===== config.mk =====
export PLATFORM = sky130hd
export DESIGN_NAME = encoder_frontend
export DESIGN_NICKNAME = d
export VERILOG_FILES = /design/src/rtl/encoder_frontend.sv
export SDC_FILE = /design/constraint.sdc
export NUM_CORES = 1
export LEC_CHECK = 0
export BUFFER_PORTS_ARGS = -buffer_cell sky130_fd_sc_hd__buf_2
export CAP_MARGIN = 20
export CORE_MARGIN = 2
export CORE_UTILIZATION = 54
export CTS_BUF_LIST = sky130_fd_sc_hd__clkbuf_8
export DETAILED_ROUTE_END_ITERATION = 8
export MAX_ROUTING_LAYER = met4
export PLACE_DENSITY = 0.87
export SETUP_SLACK_MARGIN = 0.3
export SLEW_MARGIN = 0
export SYNTH_ARGS = -nofsm -noshare
export SYNTH_HDL_FRONTEND = slang
export SYNTH_SLANG_ARGS = --single-unit

===== constraint.sdc =====
create_clock -name clk -period 3.05 [get_ports clk]
set_clock_uncertainty 0.2 [all_clocks]
set_input_delay 0.4575 -clock clk [delete_from_list [all_inputs] [get_ports clk]]
set_output_delay 0.4575 -clock clk [all_outputs]
set_load 0.005 [all_outputs]

===== src/rtl/encoder_frontend.sv =====
`default_nettype none
// ============================================================================
// Module      : encoder_frontend
// Description : Quadrature encoder conditioning for the ESC speed loop.
//               Synchronises and deglitches A/B, decodes signed position and
//               direction, measures the clock period between filtered A
//               rising edges, and flags stalls and illegal transitions.
// Revision    : 1.0 - initial release
// ============================================================================
module encoder_frontend #(
    parameter int          DATA_WIDTH = 16,
    parameter int          FILTER_LEN = 3,
    parameter int unsigned TIMEOUT    = 16'hFFFF
) (
    input  logic                  clk,
    input  logic                  reset_n,
    input  logic                  enable,
    input  logic                  encoder_a,
    input  logic                  encoder_b,
    input  logic                  clear_pos,
    output logic [DATA_WIDTH-1:0] position,
    output logic [1:0]            direction,
    output logic [DATA_WIDTH-1:0] period_speed,
    output logic                  period_valid,
    output logic                  stall,
    output logic                  quad_error
);

    localparam logic [DATA_WIDTH-1:0] c_timeout  = DATA_WIDTH'(TIMEOUT);
    localparam logic [1:0]            c_dir_fwd  = 2'b10;
    localparam logic [1:0]            c_dir_rev  = 2'b01;
    localparam logic [1:0]            c_dir_none = 2'b00;

    logic [1:0]            w_raw;      // {A, B}
    logic [1:0]            w_cur;      // filtered {A, B}
    logic [1:0]            r_prev;     // filtered {A, B} one cycle ago
    logic                  w_step_fwd;
    logic                  w_step_rev;
    logic                  w_double;
    logic                  w_a_rise;
    logic                  w_timeout_hit;
    logic [DATA_WIDTH-1:0] r_period_ctr;
    logic                  r_armed;

    assign w_raw = {encoder_a, encoder_b};

    // Index 1 is channel A, index 0 is channel B.
    generate
        for (genvar g = 0; g < 2; g++) begin : g_chan
            logic                  r_meta;
            logic                  r_sync;
            logic [FILTER_LEN-1:0] r_shift;
            logic                  r_filt;

            // Synchronise the raw level, then accept it only once the whole
            // shift register agrees on it.
            always_ff @(posedge clk or negedge reset_n) begin
                if (!reset_n) begin
                    r_meta  <= 1'b0;
                    r_sync  <= 1'b0;
                    r_shift <= '0;
                    r_filt  <= 1'b0;
                end else begin
                    r_meta  <= w_raw[g];
                    r_sync  <= r_meta;
                    r_shift <= {r_shift[FILTER_LEN-2:0], r_sync};
                    if (&r_shift) begin
                        r_filt <= 1'b1;
                    end else if (~|r_shift) begin
                        r_filt <= 1'b0;
                    end
                end
            end
        end
    endgenerate

    assign w_cur = {g_chan[1].r_filt, g_chan[0].r_filt};

    // Classify the filtered transition as forward, reverse or illegal.
    always_comb begin
        w_step_fwd = 1'b0;
        w_step_rev = 1'b0;
        w_double   = (w_cur ^ r_prev) == 2'b11;
        case ({r_prev, w_cur})
            4'b00_01, 4'b01_11, 4'b11_10, 4'b10_00: w_step_fwd = 1'b1;
            4'b00_10, 4'b10_11, 4'b11_01, 4'b01_00: w_step_rev = 1'b1;
            default: ;
        endcase
    end

    // A rising edge always beats a coincident timeout.
    assign w_a_rise      = w_cur[1] & ~r_prev[1];
    assign w_timeout_hit = enable & ~w_a_rise & (r_period_ctr == c_timeout);

    // Position, direction and illegal-transition pulse; decode runs even
    // while measurement is disabled.
    always_ff @(posedge clk or negedge reset_n) begin
        if (!reset_n) begin
            r_prev     <= 2'b00;
            position   <= '0;
            direction  <= c_dir_none;
            quad_error <= 1'b0;
        end else begin
            r_prev     <= w_cur;
            quad_error <= w_double;
            if (clear_pos) begin
                position <= '0;
            end else if (w_step_fwd) begin
                position <= position + 1'b1;
            end else if (w_step_rev) begin
                position <= position - 1'b1;
            end
            if (w_step_fwd) begin
                direction <= c_dir_fwd;
            end else if (w_step_rev) begin
                direction <= c_dir_rev;
            end
            if (w_timeout_hit) begin
                direction <= c_dir_none;
            end
        end
    end

    // Period measurement between filtered A rising edges, with arming after
    // reset, stall or re-enable, and saturating stall detection.
    always_ff @(posedge clk or negedge reset_n) begin
        if (!reset_n) begin
            r_period_ctr <= '0;
            r_armed      <= 1'b0;
            period_speed <= '1;
            period_valid <= 1'b0;
            stall        <= 1'b1;
        end else begin
            period_valid <= 1'b0;
            if (!enable) begin
                r_period_ctr <= '0;
                r_armed      <= 1'b0;
            end else if (w_a_rise) begin
                r_period_ctr <= '0;
                if (r_armed) begin
                    // Counter holds distance-1 at the edge.
                    period_speed <= r_period_ctr + 1'b1;
                    period_valid <= 1'b1;
                end else begin
                    r_armed <= 1'b1;
                    stall   <= 1'b0;
                end
            end else if (w_timeout_hit) begin
                stall        <= 1'b1;
                r_armed      <= 1'b0;
                period_speed <= '1;
            end else begin
                r_period_ctr <= r_period_ctr + 1'b1;
            end
        end
    end

endmodule
`default_nettype wire


==> impl_metrics.tcl, run 1 <==
set metrics [dict create \
    status "finished, final reports clean" \
    fin_tns_setup_ns 0 \
    end_kind "flop" \
    gp_congestion 0.917 \
    design.core.area_um2 6310 \
    clk_path_buf_depth 2 \
    powerDensity_nw_per_um2 1040 \
    dieArea_um2 7150 \
    final_cell_mix "dfrtp_1, buf_2, a21oi_1, nor2_1, nand2_1" \
    worstMarginPinSlew_ns 0.732 \
    wl_per_cell_um 17.7 \
    portBuffers 42 \
    syn_avg_cell_area_um2 10.1 \
    synth_top_family_by_area "compound AO/OA/AOI/OAI gates" \
    cts-buffers-inserted 9 \
    final.fill_count 408 \
    rsz0062_at_grt "true" \
    intPower_mw 2.83 \
    grt_pass1_vias 2826 \
    ios 43 \
    vias_per_cell 5.94 \
    slew-limit-headroom_pct 51.2 \
    hold_path.class "flop to flop" \
    dp.cells 459 \
    syn_inst 347 \
    cts_tree "done" \
    synth_top_area_share_pct 36.4 \
    synthFlopType "dfrtp_1" \
    synth_warnings 0 \
    synthXorXnorAreaFrac_pct 7.72 \
    die_w_um 84.5 \
    synth-edff-count 0 \
    finalCritPeriodShare_pct 94.0 \
    seqPwrFrac_pct 30.0 \
    worstSetupPathType "flop to flop" \
    ant_nets 0 \
    crit_fanout 7 \
    yosysSeqAreaShare_pct 49.2 \
    cp.required_ns 3.12 \
    clockRootBuffer "clkbuf_8" \
    slew_violations 0 \
    switchingPower_mw 1.80 \
    peakVddDrop_mv 0.588 \
    grt_first_pass_wirelength_um 13500 \
    antenna_cells 0 \
    num_rows 29 \
    wl_um 8820 \
    layout_commonest_cell "dfrtp_1" \
    fp.dieH_um 84.5 \
    clock_sinks 68 \
    grt_antenna_before_repair 0 \
    synth-seq-cells 68 \
    vias 2957 \
    yosysUniqueCellTypes 57 \
    syn-num-nets 370 \
    synth.cell_area_um2 3500 \
    htree_levels 3 \
    yosys.area_share.simple_pct 15.5 \
    yosys-top-cells-area "dfrtp_1, dfstp_2, a21oi_1" \
    grt-ovfl-total 0 \
    drtIter0Drc 293 \
    hold_violations 0 \
    clk_pin_slew_worst_paths_ns 0.08 \
    firstDrtPassIters 5 \
    nNetsFinal 439 \
    drc_errors 0 \
    final_cells 498 \
    synthAdderAreaFrac_pct 6.29 \
    async_reset_ff_share_pct 100 \
    synth_compound_area_share_pct 17.4 \
    yosys.area.top_type "dfrtp_1" \
    fmax_ghz 0.349 \
    min_period_ns 2.87 \
    switching_share_pct 38.9 \
    syn_to_final_growth_pct 27.5 \
    start_util_pct 55.5 \
    drive_gt1_share_pct 34.4 \
    clk_latency_ns 0.35 \
    setup_violations 0 \
    clockPowerShare_pct 17.7 \
    grt_usage_pct 24.4 \
    grt_start_max_net_pins 38 \
    critPathArrivalTime_ns 2.94 \
    maxCapViolations 0 \
    p_comb_share_pct 52.3 \
    hpwl_um 5030 \
    critPathLaunchType "flop" \
    p_leak_nw 1.96 \
    muxShareOfSynthArea_pct 0.893 \
]
## sequential cells by signal, summed over array words and instances, names as in the netlist, 2 cells and up
register        count
r_period_ctr       16
g_chan.r_filt       2
g_chan.r_shift      6
position           16
r_prev              2
period_speed       16
direction           2
g_chan.r_sync       2
g_chan.r_meta       2
## routing by layer
metal	vias to the layer above	wire length, um	part of all wire, %	global-route usage (%)
li1	1364	-	-	-
met3	27	548	6.2	5.51
met1	1454	3570	40	31.0
met2	112	4470	51	39.1
met4	0	229	2.6	7.65
met5	-	0	0	-
## final cells by class
type	count	area, um^2	share of cell area [%]
clock buffers	9	124	2.77
multi-input cells	256	1940	43.4
well taps	77	96.3	2.16
clock inverters	7	92.6	2.07
inverters	13	48.8	1.09
flip-flops and latches	68	1730	38.7
repair buffers	68	440	9.86
## Yosys cell counts, drive strengths merged, types with 3 or more instances
master / instances
nor3: 6
buf: 5
o21a: 4
clkbuf: 6
and3: 5
a211oi: 6
xnor2: 18
nand2: 24
inv: 13
nand3b: 6
ha: 16
nor2b: 3
xor2: 12
a31oi: 3
dfrtp: 51
nor2: 39
o21ai: 26
nand3: 14
dfstp: 17
a21oi: 44
## power by group through the flow
stage                     Clock (mW)  Sequential, mW  Combinational, mW
after floorplan                    0            1.38               1.29
after global placement             0            1.38               1.77
after detailed placement           0            1.39               1.80
after CTS                      0.826            1.38               1.98
after global routing           0.865            1.42               2.61
final                          0.820            1.39               2.42
## critical path, stage by stage, from the launching register on
cell      delay (ns)
dfrtp_2         0.45
xor2_4          0.23
nand2_4         0.12
buf_6           0.14
ha_4            0.23
o211ai_1        0.35
nor3_4          0.07
o311a_4         0.40
a31o_4          0.24
xnor2_2         0.14
a211oi_2        0.20
## through the flow
step	setup slack [ns]	utilization [%]	hold slack [ns]	area [um^2]	total power, mW
final	0.182	70.7	0.151	4470	4.64
after global routing	0.0959	70.7	0.161	4470	4.90
after CTS	0.281	67.5	0.154	4260	4.19
after detailed placement	0.0692	60.9	0.137	3840	3.19
after global placement	0.182	60.9	0.134	3840	3.14
after floorplan	0.350	-	-0.0381	3550	2.68
## final timing paths
kind	startpoint	endpoint	slack (ns)	cells after the start
worst max-delay path	r_prev[1]	position[11]	0.18	10
worst min-delay path	g_chan[0].r_meta	g_chan[0].r_sync	0.15	0
worst max register to register	r_prev[1]	position[11]	0.18	10
worst min register to register	g_chan[0].r_meta	g_chan[0].r_sync	0.15	0
max in group asynchronous	reset_n	period_speed[12]	1.43	3
min in group asynchronous	reset_n	position[13]	0.50	2
## cell families (layout without fill, tap and decap cells)
logic type,count (synthesis),after routing
buffers and inverters,24,97
and+or+nand+nor,109,110
adders and majority gates,17,17
DFF,68,68
xor gates and xnor gates,30,30
AOI/OAI and AO/OA,96,96
muxes,3,3
## repair_timing
item                       CTS  global route
buffers inserted            10             9
hold buffers                 3             0
resized for setup           18            28
hold endpoints to repair    23             0
setup endpoints to repair    6             7
cloned                       1             0
pin swaps                   13            18
Note: power is estimated with default switching activity, not from simulation.
==> run 2, diff against run 1 <==
--- a/config.mk
+++ b/config.mk
@@ -5,10 +5,11 @@
 export SDC_FILE = /design/constraint.sdc
 export NUM_CORES = 1
 export LEC_CHECK = 0
+export ABC_AREA = 1
 export BUFFER_PORTS_ARGS = -buffer_cell sky130_fd_sc_hd__buf_2
 export CAP_MARGIN = 20
 export CORE_MARGIN = 2
-export CORE_UTILIZATION = 54
+export CORE_UTILIZATION = 55
 export CTS_BUF_LIST = sky130_fd_sc_hd__clkbuf_8
 export DETAILED_ROUTE_END_ITERATION = 8
 export MAX_ROUTING_LAYER = met4
==> run 2 against run 1 <==
Sequential cell count did not move. Setup slack improved by 0.35 ns. Area after synthesis rose by 13%. Critical endpoint is now position[13]. Critical path type unchanged. Register-to-register slack improved by 0.35 ns. Highest routed layer unchanged. Final cell count rose by 34%. First-iteration DRC count rose by 9.6%. Routed wire length fell by 4.2%. Global-route usage fell by 0.45 points. Synthesized cell count rose by 50%.
==> impl_metrics.tcl, run 2 <==
set metrics [dict create \
    min_period_ns 2.52 \
    ant_nets 0 \
    grt_usage_pct 23.9 \
    yosys.area.top_type "dfrtp_1" \
    design.core.area_um2 6870 \
    maxCapViolations 0 \
    final.fill_count 587 \
    finalCritPeriodShare_pct 82.7 \
    cts-buffers-inserted 9 \
    whs_ns 0.0187 \
    clk_path_buf_depth 2 \
    setup_violations 0 \
    portBuffers 42 \
    power_mw 3.93 \
    critPathLaunchType "flop" \
    synthFlopType "dfrtp_1" \
    fin_area_um2 4460 \
    wl_per_cell_um 12.6 \
    antenna_cells 0 \
    powerDensity_nw_per_um2 883 \
    wl_um 8450 \
    worstMarginPinSlew_ns 0.865 \
    grt_antenna_before_repair 0 \
    syn_inst 519 \
    synth_warnings 0 \
    rsz0062_at_grt "false" \
    largestRegisters "period_speed: 16 flops, position: 16 flops, r_period_ctr: 16 flops" \
    layout_commonest_cell "nand2_1" \
    synth-seq-cells 68 \
    slew-limit-headroom_pct 42.4 \
    dp.cells 651 \
    start_util_pct 57.7 \
    cp.required_ns 3.09 \
    ios 43 \
    vias 3478 \
    grt_first_pass_wirelength_um 14200 \
    drtIter0Drc 321 \
    crit_fanout 18 \
    critPathArrivalTime_ns 2.56 \
    status "finished, final reports clean" \
    dpl_cell_area_um2 4240 \
    synth.cell_area_um2 3960 \
    fp.dieH_um 88.9 \
    firstDrtPassIters 7 \
    dieArea_um2 7900 \
    clk_pin_slew_worst_paths_ns 0.08 \
    end_kind "flop" \
    synth_commonest_cells "nand2_1, inv_1, dfrtp_1" \
    syn_avg_cell_area_um2 7.63 \
    gp_congestion 0.958 \
    yosys-top-cells-area "dfrtp_1, nand2_1, dfstp_2" \
    final_cells 669 \
    grt_pass1_vias 3214 \
    htree_levels 3 \
    post_cts_buffers 0 \
    num_rows 30 \
    hold_path.class "primary input to asynchronous set/reset pin" \
    yosysSeqAreaShare_pct 43.5 \
    hold_violations 0 \
    fin_tns_setup_ns 0 \
    die_w_um 88.9 \
    cts_tree "done" \
    fmax_ghz 0.397 \
    worstSetupPathType "flop to flop" \
    ff2ff_path_depth 10 \
    grt_start_max_net_pins 41 \
    hpwl_um 6160 \
    grt-ovfl-total 0 \
    vias_per_cell 5.20 \
    syn-num-nets 542 \
    async_reset_ff_share_pct 100 \
    syn_to_final_growth_pct 12.5 \
    p_leak_nw 2.44 \
    final_cell_mix "nand2_1, inv_1, dfrtp_1, buf_2, nor2_1" \
    clock_sinks 68 \
    clockRootBuffer "clkbuf_8" \
    synth_top_area_share_pct 32.2 \
    yosysUniqueCellTypes 34 \
    synth-edff-count 0 \
    nNetsFinal 591 \
    yosysMostFrequentCell "nand2_1" \
    clk_latency_ns 0.35 \
    drive_gt1_share_pct 19.9 \
    peakVddDrop_mv 0.607 \
    drc_errors 0 \
    slew_violations 0 \
]
==> run 2: cell types whose count changed in the layout (fill, tap and decap cells not counted), moves of 9 or more <==
cell and change:
o21ai_2 +14, inv_1 +53, nand2_1 +164, buf_4 -15, ha_1 +11, a21oi_1 -25, nand3_1 +22, xnor2_1 -9
==> run 2: worst max-delay path: stages (launching register included) <==
cell and delay (ns):
dfrtp_1 0.43, xnor2_1 0.32, nand2_4 0.22, ha_1 0.38, or2_2 0.32, nand3_1 0.09
nand2_1 0.11, nand2_1 0.11, nand3_1 0.08, nand3_1 0.09, nand2_1 0.05
==> run 2: final cells by class <==
cell class              count  area, um^2  share of cell area (%)
flip-flops and latches     68        1720                    38.7
inverters                  71         267                    5.98
clock inverters             7        67.6                    1.52
repair buffers             47         253                    5.67
clock buffers               9         124                    2.78
well taps                  96         120                    2.70
multi-input cells         371        1900                    42.7
==> run 2: cell families after synthesis <==
kind of cell	Yosys count	share of synthesized area, %
and+or+nand+nor	293	31.6
buffers and inverters	80	8.59
DFF	68	43.5
AOI/OAI and AO/OA	51	8.31
adders and majority gates	17	5.56
xor gates and xnor gates	10	2.40
==> run 2: worst paths after layout <==
kind                       slack (ns)        startpoint                    to
min in group clk                 0.15  g_chan[0].r_sync  g_chan[0].r_shift[0]
setup / recovery                 0.53         r_prev[0]          position[13]
hold reg to reg                  0.15  g_chan[0].r_sync  g_chan[0].r_shift[0]
setup reg to reg                 0.53         r_prev[0]          position[13]
hold / removal                   0.02           reset_n      r_period_ctr[10]
max in group asynchronous        1.88           reset_n          position[14]
==> run 2: where the power goes <==
group | internal [mW] | switching, mW | leakage [nW]
Combinational | 0.698 | 1.16 | 1.50
Sequential | 1.20 | 0.150 | 0.839
Clock | 0.374 | 0.353 | 0.0968
==> run 2: through the flow <==
| stage | setup WS [ns] | utilization, % |
|---|---|---|
| final | 0.529 | 64.9 |
| after global routing | 0.316 | 64.9 |
| after CTS | 0.452 | 64.8 |
| after detailed placement | 0.468 | 61.7 |
| after global placement | 0.564 | 61.7 |
| after floorplan | 0.746 | - |
==> run 2: routing by layer <==
metal  part of all wire, %  routed length (um)  up-vias  global-route usage, %
met5                     0                   0        -                      -
met4                   1.8                 153        0                   9.50
met3                   5.6                 476       17                   3.45
met2                    47                3980      114                   37.2
met1                    45                3840     1616                   31.5
li1                      -                   -     1731                      -
==> run 2: timing repair <==
| item | 4_1_cts | 5_1_grt |
|---|---|---|
| endpoints found under the hold margin | 2 | 0 |
| gates resized for setup | 0 | 1 |
| setup endpoints to repair | 0 | 6 |
| hold buffers | 2 | 0 |
==> run 3, diff against run 2 <==
==> constraint.sdc (replaced) <==
create_clock -name clk -period 2.02 [get_ports clk]
set_clock_uncertainty 0.2 [all_clocks]
set_input_delay 0.303 -clock clk [delete_from_list [all_inputs] [get_ports clk]]
set_output_delay 0.303 -clock clk [all_outputs]
set_load 0.005 [all_outputs]
==> run 3 against run 2 <==
The run now ends with negative setup slack left. Clock power rose by 46%. Worst hold slack improved by 0.069 ns. First-iteration DRC count fell by 9.3%. Clock-buffer cell count rose by 1. Largest cell class unchanged. Via count rose by 23%. Maximum frequency rose by 3.8%. Critical path depth rose by 2. Total power rose by 110%.
==> impl_metrics.tcl, run 3 (synthesis gave the netlist of run 2 again) <==
set metrics [dict create \
    start_util_pct 57.7 \
    peakVddDrop_mv 0.938 \
    hold_violations 0 \
    cp.required_ns 2.07 \
    final_cell_mix "nand2_1, inv_1, dfrtp_1, nand2_2, buf_4" \
    clk_path_buf_depth 2 \
    post-place-ws_ns -0.269 \
    multi_input_area_um2 2590 \
    ff2ff_path_depth 12 \
    whs_path_depth 4 \
    seqPwrFrac_pct 26.6 \
    grt_first_pass_wirelength_um 19200 \
    dieArea_um2 7900 \
    switching_share_pct 45.2 \
    design.core.area_um2 6870 \
    hp-start "clear_pos" \
    drtIter0Drc 291 \
    crit_fanout 6 \
    fin_area_um2 5840 \
    grt_usage_pct 33.2 \
    grt-ovfl-total 0 \
    rsz0062_at_grt "true" \
    clk_pin_slew_worst_paths_ns 0.08 \
    drc_errors 0 \
    switchingPower_mw 3.69 \
    critPathLaunchType "flop" \
    worst_r2r_startpoint "r_prev[0]" \
    ant_nets 0 \
    critPathArrivalTime_ns 2.48 \
    dpl_cell_area_um2 4500 \
    grt_start_max_net_pins 43 \
    wl_per_cell_um 18.6 \
    hold_path.class "primary input to flop" \
    grt_pass1_vias 4144 \
    syn_to_final_growth_pct 47.5 \
    hpwl_um 6600 \
    cts-buffers-inserted 9 \
    setup_violations 14 \
    htree_levels 3 \
    die_w_um 88.9 \
    timing.final.ws_setup_ns -0.410 \
    clockRootBuffer "clkbuf_8" \
    worstSetupPathType "flop to flop" \
    reg2reg_to "position[14]" \
    nNetsFinal 656 \
    finalCritPeriodShare_pct 120 \
    vias 4277 \
    clock_sinks 68 \
    min_to "position[2]" \
    largestRegisters "period_speed: 16 flops, position: 16 flops, r_period_ctr: 16 flops" \
    layout_commonest_cell "nand2_1" \
    clockPowerShare_pct 13.0 \
    portBuffers 42 \
    cts_tree "done" \
    status "finished with violations" \
    wl_um 13600 \
    max_stage_delay_ns 0.42 \
    maxCapViolations 0 \
    gp_congestion 0.966 \
    slowest_stage "dfrtp_1" \
    worstMarginPinSlew_ns 0.552 \
    ff_latch_area_um2 1730 \
    antenna_cells 0 \
    powerDensity_nw_per_um2 1400 \
    vias_per_cell 5.83 \
    final.fill_count 345 \
    clk_latency_ns 0.36 \
    fmax_ghz 0.412 \
    critPathMostFrequentCell "nand2_1" \
    num_rows 30 \
    ios 43 \
    p_comb_share_pct 60.4 \
    firstDrtPassIters 5 \
    slew_violations 0 \
    violations "negative setup slack" \
    reg2reg_slack_ns -0.41 \
    fp.dieH_um 88.9 \
    drive_gt1_share_pct 48.9 \
    crit_chain "xnor2_2 > nand2_4 > buf_8 > ha_4 > nand2_1 > inv_1 > nand2_1 > nand2_2 > a21oi_2 > nand3_1 > nand3_1 > nand2_1" \
    intPower_mw 4.47 \
    p_leak_nw 2.96 \
    grt_antenna_before_repair 0 \
    slew-limit-headroom_pct 63.2 \
    end_kind "flop" \
    min_period_ns 2.43 \
]
==> run 3: changes by cell type in the layout (fill, tap and decap cells not counted), sizes merged <==
cell / previous run / this run
buf: 45 / 109
clkinv: 3 / 5
inv: 72 / 70
bufinv: 1 / 0
clkbuf: 9 / 10
dlygate4sd3: 2 / 3
==> run 3: timing repair <==
item / CTS / global route
hold buffers: 3 / 0
gates resized for setup: 125 / 78
endpoints found under the setup margin: 51 / 52
gates cloned: 5 / 0
pin swaps: 37 / 49
endpoints found under the hold margin: 53 / 0
setup buffers: 24 / 8
==> run 3: layout make-up <==
cell class / count / share of cell area [%]
multi-input cells: 371 / 44.4
inverters: 71 / 4.82
well taps: 96 / 2.06
clock inverters: 6 / 0.664
clock buffers: 10 / 2.36
flip-flops and latches: 68 / 29.5
repair buffers: 112 / 16.2
==> run 3: worst max-delay path: cells and delay by family (launching register included) <==
kind	cells	cell delay (ns)
xor+xnor	1	0.25
flops	1	0.42
fa+ha+maj	1	0.27
simple gates	7	0.73
buf+inv	2	0.28
compound gates	1	0.17
==> run 3: through the flow <==
stage | util (%) | hold WS (ns) | cells | power, mW | setup TNS, ns
global route | 85.1 | 0.107 | 734 | 8.62 | -5.51
global placement | 65.5 | 0.114 | 678 | 5.10 | -1.39
CTS | 80.3 | 0.0933 | 726 | 7.06 | -2.10
detailed placement | 65.5 | 0.120 | 678 | 5.25 | -2.57
finish | 85.1 | 0.0878 | 734 | 8.15 | -4.30
floorplan | - | -0.193 | 519 | 4.12 | -0.573
==> run 3: worst max path at each step <==
stage,startpoint,to,slack [ns],cells past startpoint
final,r_prev[0],position[14],-0.41,12
after global routing,r_prev[0],position[13],-0.49,11
after CTS,g_chan[1].r_filt,position[11],-0.19,13
after detailed placement,r_prev[0],position[14],-0.27,11
after global placement,r_prev[0],position[14],-0.16,11
after floorplan,r_prev[0],position[14],-0.08,11
==> run 3: metal layers <==
metal / GRT usage, % / up-vias / routed length [um]
met3: 6.53 / 92 / 937
met4: 20.8 / 0 / 937
met1: 33.1 / 2051 / 4700
met5: - / - / 0
met2: 58.8 / 269 / 7050
li1: - / 1865 / -
==> run 3: power groups by stage <==
stage                     Combinational, mW  Sequential [mW]  Clock (mW)
after global placement                 3.05             2.04           0
after floorplan                        2.06             2.07           0
after global routing                   5.31             2.20        1.10
final                                  4.93             2.17        1.06
after CTS                              3.88             2.15        1.03
after detailed placement               3.18             2.07           0
